## src/rtl/ring_l1a_addr_ctrl_if.sv

```systemverilog
// ring_l1a_addr_ctrl_if: strobes from the trigger/transfer side and ring/queue status back to it
interface ring_l1a_addr_ctrl_if #(
  parameter int AW = 7
);
  logic          SAMP_WE, L1A, LD_ADDR, SAMP_ADV, NXT_L1A;
  logic [AW-1:0] L1A_DLY, WR_SAMP_ADDR, RD_SAMP_ADDR;
  logic          L1A_BUF_MT, L1A_BUF_FULL, RING_AMT, RING_OVR;
  logic [7:0]    L1A_OVF_CNT;
  modport master (
    output SAMP_WE, L1A, L1A_DLY, LD_ADDR, SAMP_ADV, NXT_L1A,
    input  WR_SAMP_ADDR, RD_SAMP_ADDR, L1A_BUF_MT, L1A_BUF_FULL, RING_AMT, RING_OVR, L1A_OVF_CNT
  );
  modport slave (
    input  SAMP_WE, L1A, L1A_DLY, LD_ADDR, SAMP_ADV, NXT_L1A,
    output WR_SAMP_ADDR, RD_SAMP_ADDR, L1A_BUF_MT, L1A_BUF_FULL, RING_AMT, RING_OVR, L1A_OVF_CNT
  );
endinterface

```

## src/rtl/ring_l1a_addr_ctrl.sv

```systemverilog
// ring_l1a_addr_ctrl: ring write pointer, L1A address FIFO and read-sample sequencer
module ring_l1a_addr_ctrl #(
  parameter int AW = 7,
  parameter int QW = 4,
  parameter int AMT_THRESH = 1
) (
  input logic CLK,
  input logic RST,
  ring_l1a_addr_ctrl_if.slave bus
);
  typedef enum logic {IDLE, ACTIVE} state_t;
  localparam logic [QW:0] DEPTH = (QW+1)'(2**QW);
  state_t        state_q, state_d;
  logic [AW-1:0] wr_q, wr_d, rd_q, rd_d, nxt, avail;
  logic [AW-1:0] mem [2**QW];
  logic [QW-1:0] head_q, tail_q;
  logic [QW:0]   cnt_q, cnt_d;
  logic          first_q, first_d, mt_q, full_q, amt_q, ovr_q, push, pop;
  logic [7:0]    ovf_q;
  // a pop frees a slot in the same cycle, so a full FIFO still accepts a coincident L1A
  assign pop   = bus.NXT_L1A && cnt_q != '0;
  assign push  = bus.L1A && (cnt_q != DEPTH || pop);
  assign wr_d  = wr_q + AW'(bus.SAMP_WE);
  assign cnt_d = cnt_q + (QW+1)'(push) - (QW+1)'(pop);
  assign nxt   = first_q ? rd_q : rd_q + AW'(1);
  assign avail = wr_q - nxt;
  always_comb begin
    state_d = state_q;
    rd_d    = rd_q;
    first_d = first_q;
    if (bus.NXT_L1A) begin
      state_d = IDLE;
      first_d = 1'b0;
    end else if (bus.LD_ADDR && cnt_q != '0) begin
      state_d = ACTIVE;
      rd_d    = mem[head_q];
      first_d = 1'b1;
    end else if (bus.SAMP_ADV && state_q == ACTIVE) begin
      first_d = 1'b0;
      rd_d    = first_q ? rd_q : rd_q + AW'(1);
    end
  end
  always_ff @(posedge CLK)
    if (push) mem[tail_q] <= wr_q - bus.L1A_DLY;
  always_ff @(posedge CLK or posedge RST)
    if (RST) begin
      state_q <= IDLE;
      wr_q    <= '0;
      rd_q    <= '0;
      first_q <= 1'b0;
      cnt_q   <= '0;
      head_q  <= '0;
      tail_q  <= '0;
      mt_q    <= 1'b1;
      full_q  <= 1'b0;
      amt_q   <= 1'b1;
      ovr_q   <= 1'b0;
      ovf_q   <= '0;
    end else begin
      state_q <= state_d;
      wr_q    <= wr_d;
      rd_q    <= rd_d;
      first_q <= first_d;
      cnt_q   <= cnt_d;
      head_q  <= head_q + QW'(pop);
      tail_q  <= tail_q + QW'(push);
      mt_q    <= cnt_d == '0;
      full_q  <= cnt_d == DEPTH;
      amt_q   <= state_q == IDLE || avail < AW'(AMT_THRESH);
      ovr_q   <= ovr_q || (bus.SAMP_WE && state_q == ACTIVE && wr_q + AW'(1) == rd_q);
      if (bus.L1A && !push && ovf_q != 8'hff) ovf_q <= ovf_q + 8'd1;
    end
  assign bus.WR_SAMP_ADDR = wr_q;
  assign bus.RD_SAMP_ADDR = rd_q;
  assign bus.L1A_BUF_MT   = mt_q;
  assign bus.L1A_BUF_FULL = full_q;
  assign bus.RING_AMT     = amt_q;
  assign bus.RING_OVR     = ovr_q;
  assign bus.L1A_OVF_CNT  = ovf_q;
endmodule

```

## src/flat_wrapper.sv

```systemverilog
// flat-port wrapper written by rule: the top's interface ports become plain ports
module ring_l1a_addr_ctrl_flat 
#(
  parameter int AW = 7,
  parameter int QW = 4,
  parameter int AMT_THRESH = 1
)
  (CLK, RST, bus_SAMP_WE, bus_L1A, bus_L1A_DLY, bus_LD_ADDR, bus_SAMP_ADV, bus_NXT_L1A, bus_WR_SAMP_ADDR, bus_RD_SAMP_ADDR, bus_L1A_BUF_MT, bus_L1A_BUF_FULL, bus_RING_AMT, bus_RING_OVR, bus_L1A_OVF_CNT);
  ring_l1a_addr_ctrl_if #(.AW(AW)) bus_i ();
  input logic CLK;
  input logic RST;
  input wire logic [$bits(bus_i.SAMP_WE)-1:0] bus_SAMP_WE;
  input wire logic [$bits(bus_i.L1A)-1:0] bus_L1A;
  input wire logic [$bits(bus_i.L1A_DLY)-1:0] bus_L1A_DLY;
  input wire logic [$bits(bus_i.LD_ADDR)-1:0] bus_LD_ADDR;
  input wire logic [$bits(bus_i.SAMP_ADV)-1:0] bus_SAMP_ADV;
  input wire logic [$bits(bus_i.NXT_L1A)-1:0] bus_NXT_L1A;
  output wire logic [$bits(bus_i.WR_SAMP_ADDR)-1:0] bus_WR_SAMP_ADDR;
  output wire logic [$bits(bus_i.RD_SAMP_ADDR)-1:0] bus_RD_SAMP_ADDR;
  output wire logic [$bits(bus_i.L1A_BUF_MT)-1:0] bus_L1A_BUF_MT;
  output wire logic [$bits(bus_i.L1A_BUF_FULL)-1:0] bus_L1A_BUF_FULL;
  output wire logic [$bits(bus_i.RING_AMT)-1:0] bus_RING_AMT;
  output wire logic [$bits(bus_i.RING_OVR)-1:0] bus_RING_OVR;
  output wire logic [$bits(bus_i.L1A_OVF_CNT)-1:0] bus_L1A_OVF_CNT;
  assign bus_i.SAMP_WE = bus_SAMP_WE;
  assign bus_i.L1A = bus_L1A;
  assign bus_i.L1A_DLY = bus_L1A_DLY;
  assign bus_i.LD_ADDR = bus_LD_ADDR;
  assign bus_i.SAMP_ADV = bus_SAMP_ADV;
  assign bus_i.NXT_L1A = bus_NXT_L1A;
  assign bus_WR_SAMP_ADDR = bus_i.WR_SAMP_ADDR;
  assign bus_RD_SAMP_ADDR = bus_i.RD_SAMP_ADDR;
  assign bus_L1A_BUF_MT = bus_i.L1A_BUF_MT;
  assign bus_L1A_BUF_FULL = bus_i.L1A_BUF_FULL;
  assign bus_RING_AMT = bus_i.RING_AMT;
  assign bus_RING_OVR = bus_i.RING_OVR;
  assign bus_L1A_OVF_CNT = bus_i.L1A_OVF_CNT;
  ring_l1a_addr_ctrl #(.AW(AW), .QW(QW), .AMT_THRESH(AMT_THRESH)) u_core (.CLK(CLK), .RST(RST), .bus(bus_i));
endmodule
```

## config.mk

```make
export PLATFORM = sky130hd
export DESIGN_NAME = ring_l1a_addr_ctrl_flat
export DESIGN_NICKNAME = d
export VERILOG_FILES = /design/src/rtl/ring_l1a_addr_ctrl_if.sv /design/src/rtl/ring_l1a_addr_ctrl.sv /design/src/flat_wrapper.sv
export SDC_FILE = /design/constraint.sdc
export NUM_CORES = 1
export LEC_CHECK = 0
export ABC_AREA = 1
export BUFFER_PORTS_ARGS = -buffer_cell sky130_fd_sc_hd__buf_2
export CORE_MARGIN = 3
export CORE_UTILIZATION = 61
export CTS_CLUSTER_DIAMETER = 60
export DETAILED_ROUTE_END_ITERATION = 10
export PLACE_DENSITY = 0.8
export REMOVE_ABC_BUFFERS = 1
export SETUP_SLACK_MARGIN = 0.3
export SYNTH_ARGS = -nofsm -noshare
export SYNTH_HDL_FRONTEND = slang
export SYNTH_SLANG_ARGS = --single-unit
```

## constraint.sdc

```tcl
create_clock -name CLK -period 2.95 [get_ports CLK]
set_input_delay 0.1475 -clock CLK [delete_from_list [all_inputs] [get_ports CLK]]
set_output_delay 0.1475 -clock CLK [all_outputs]
set_load 0.02 [all_outputs]
```

==> reports/results.ini <==
[status]
status=finished, final reports clean

[sta]
setup_repair_after_global_routing_missed_its_margin=yes
timing.final.crit_share_pct=89.3
setup-tns-final_ns=0
max-slew-margin-rel_pct=42.3
final.setup.worst_slack_ns=0.317
timing.final.setup_violations=0
finalClockSkew_ns=0.00671
final.min_clock_period_ns=2.63
maxClockFrequency_mhz=380
hold_viol_final=0
final-max-slew-violation-count=0
worstMarginPinSlew_ns=0.865

[power]
leakage_nw=3.36
max-vdd-ir-drop_v=0.000700
power_per_cell_area_nw_per_um2=1240

[clock_network]
clock_sink_count=153
cts.clk_slew.worst_paths_ns=0.06
root_buffer_cell=sky130_fd_sc_hd__clkbuf_16
cts_tree=done
htree_num_levels=4
cts_inserted_buffers=17
ctsLongestPathBuffers=2
worst_skew_pair_latency_ns=0.42

[global_routing]
via_count_of_the_first_global_routing_pass=5278
number_of_antenna_violations_at_the_first_check_in_global_routing=0
grt_pass1_wl_mm=27.1
globalRoute.totalOverflow=0
maximum_number_of_pins_on_one_net_before_global_route_repair=59
grt.total_usage_pct=27.1

[critical_path]
worstPathCellList=inv_2 > ha_4 > nand4_1 > nand2_1 > inv_2 > ha_4 > inv_4 > ha_4 > inv_2 > fa_2 > inv_2 > or4_4 > nor2_2
worstPathMaxFanout=2
path_common_cell=sky130_fd_sc_hd__inv_2
slowest_stage=sky130_fd_sc_hd__fa_2
setup_crit_end_kind=register
path_buf_inv=5
startpoint_type_of_the_worst_setup_path=register
crit_required_ns=3.30
slowest_delay_ns=0.53
critical-path-top-delay-family=adder cells
cp.arrival_ns=2.99
start_to_end_type_of_the_worst_setup_path=reg2reg

[synth]
simple_gate_fraction_of_synth_area_pct=14.8
synth_top_cell_area_share_pct=46.4
synth.yosys.warnings=0
postSynthRegisterBits=153
synth_area_leaders=sky130_fd_sc_hd__edfxtp_1 (46%), sky130_fd_sc_hd__dfrtp_1 (13%), sky130_fd_sc_hd__nor2_1 (6.5%), sky130_fd_sc_hd__ha_1 (4.1%), sky130_fd_sc_hd__o21ai_0 (3.9%)
synth_flop_cell=sky130_fd_sc_hd__edfxtp_1
post_synth_num_cell_types=39
yosys.area_share.xor_xnor_pct=4.47
yosys-top-cells-count=sky130_fd_sc_hd__nor2_1 (126), sky130_fd_sc_hd__edfxtp_1 (112), sky130_fd_sc_hd__nand2_1 (57), sky130_fd_sc_hd__o21ai_0 (57), sky130_fd_sc_hd__inv_1 (54)
edff_count_synth=112
yosys.area.top_type=sky130_fd_sc_hd__edfxtp_1
synth.cell_area_um2=7240
synth_compound_gate_area_share_pct=10.0
syn-mean-instance-area_um2=10.8
largest_family_of_logic_cells_by_synthesized_area=simple AND/OR/NAND/NOR gates
synth.yosys.seq_area_share_pct=60.6
cell_with_the_most_instances_after_synthesis=sky130_fd_sc_hd__nor2_1
async_reset_ff_share_pct=26.8
synth.mux.area_fraction_pct=0.155
postSynthCellCount=672
synth-adder-area-share_pct=4.97

[detailed_routing]
drc=0
wirelength_mm=16.9
ant_nets=0
detail_route.first_pass.iterations=5
detail_route.iter0.violations=586
wl_per_cell_um=19.1
num_vias=5240
viasPerCell=5.91

[finish]
area_delta_synth_final_pct=14.9
sequential_cell_area_um2=4390
multi_input_combinational_cell_area_um2=2570
n_antenna_cell=0
fill_cells=762
design.final.nets=773
drive_above_1_share_pct=16.4

[floorplanning]
coreArea_um2=11500
start_util_pct=62.9
floorplan.die.height_um=115
die_w_um=115
floorplan.io_pins=40
core.rowCount=39
die_area_um2=13200

[run]
max_cap_viol_count=0

[placement]
place_hpwl_mm=10.8
count_of_buffers_from_port_buffering=39
gp_routability_congestion=0.910
placement.setup.worst_slack_ns=0.162

[hold_path]
hp-class=in2reg

==> layer usage <==
metal | up-vias | part of all wire [%] | global-route usage [%]
met3 | 25 | 6.1 | 5.63
met5 | - | 0 | 0
li1 | 2437 | - | -
met4 | 0 | 1.7 | 7.98
met1 | 2573 | 40 | 35.6
met2 | 205 | 52 | 46.0
==> state kept, by name (all words and copies together) (netlist names), 4 cells and up <==
| name | cells |
|---|---|
| u_core.mem | 112 |
| u_core.bus.L1A_OVF_CNT | 8 |
| u_core.bus.RD_SAMP_ADDR | 7 |
| u_core.bus.WR_SAMP_ADDR | 7 |
| u_core.cnt_q | 5 |
| u_core.head_q | 4 |
| u_core.tail_q | 4 |
==> through the flow <==
step / total power [W] / hold slack, ns / cell area (µm²) / instances / util [%]
after floorplan: 0.00636 / 0.211 / 7110 / 649 / -
after global placement: 0.00763 / 0.300 / 7590 / 845 / 65.9
after detailed placement: 0.00787 / 0.303 / 7590 / 845 / 65.9
after CTS: 0.0101 / 0.0539 / 8270 / 885 / 71.8
after global routing: 0.0109 / 0.0627 / 8320 / 887 / 72.3
final: 0.0103 / 0.0578 / 8320 / 887 / 72.3
==> logic make-up (layout without fill, tap and decap cells) <==
| kind of cell | Yosys count | in the layout |
|---|---|---|
| adder cells (fa/ha/maj) | 27 | 27 |
| multiplexers | 1 | 1 |
| flip-flops | 153 | 153 |
| XOR/XNOR | 37 | 37 |
| AND/OR/NAND/NOR | 247 | 247 |
| AO/OA/AOI/OAI | 125 | 125 |
| buffers and inverters | 82 | 154 |
==> layout make-up <==
| cell class | instances | share of cell area (%) |
|---|---|---|
| tap | 143 | 2.15 |
| multi-input combinational | 437 | 30.9 |
| clock buffer | 23 | 5.38 |
| inverter | 59 | 2.69 |
| clock inverter | 8 | 1.47 |
| sequential | 153 | 52.8 |
| timing repair buffer | 64 | 4.69 |
==> worst paths after layout <==
check | startpoint | end | slack, ns | cells after the start
max reg2reg | u_core.cnt_q[3] | u_core.bus.L1A_BUF_FULL | 0.32 | 13
max | u_core.cnt_q[3] | u_core.bus.L1A_BUF_FULL | 0.32 | 13
max in group asynchronous | RST | u_core.bus.L1A_BUF_MT | 2.12 | 4
min | bus_L1A | u_core.bus.L1A_OVF_CNT[2] | 0.06 | 3
min in group asynchronous | RST | u_core.bus.L1A_OVF_CNT[4] | 0.44 | 4
min reg2reg | u_core.bus.RING_OVR | u_core.bus.RING_OVR | 0.47 | 1
==> report_power, final <==
group | switching (W) | internal (W)
Combinational | 0.00305 | 0.00150
Clock | 0.000817 | 0.00132
Sequential | 0.000351 | 0.00325
==> worst register-to-register path, stage by stage, from the launching register on <==
cell	delay, ns
sky130_fd_sc_hd__dfrtp_1	0.39
sky130_fd_sc_hd__inv_2	0.10
sky130_fd_sc_hd__ha_4	0.14
sky130_fd_sc_hd__nand4_1	0.12
sky130_fd_sc_hd__nand2_1	0.11
sky130_fd_sc_hd__inv_2	0.05
sky130_fd_sc_hd__ha_4	0.22
sky130_fd_sc_hd__inv_4	0.05
sky130_fd_sc_hd__ha_4	0.13
sky130_fd_sc_hd__inv_2	0.04
sky130_fd_sc_hd__fa_2	0.53
sky130_fd_sc_hd__inv_2	0.05
sky130_fd_sc_hd__or4_4	0.51
sky130_fd_sc_hd__nor2_2	0.11
==> cell usage in the layout (no fill, tap or decap), drive strengths merged, types with 6 or more instances in the layout <==
cell type / synthesis / layout
edfxtp: 112 / 112
ha: 24 / 24
a21oi: 14 / 14
xnor2: 14 / 14
buf: 15 / 61
o211ai: 29 / 29
o21ai: 77 / 77
nor2: 127 / 127
nand4: 6 / 6
dfrtp: 39 / 39
nand2: 63 / 63
clkbuf: 8 / 23
xor2: 23 / 23
nand3: 47 / 47
inv: 57 / 57
==> timing repair <==
item,in CTS,in global routing
setup buffers,6,2
hold buffers,3,0
hold endpoints to repair,42,0
pin swaps,4,7
endpoints found under the setup margin,18,19
gates resized for setup,9,11
No activity file was read; power rests on OpenSTA's default activity.
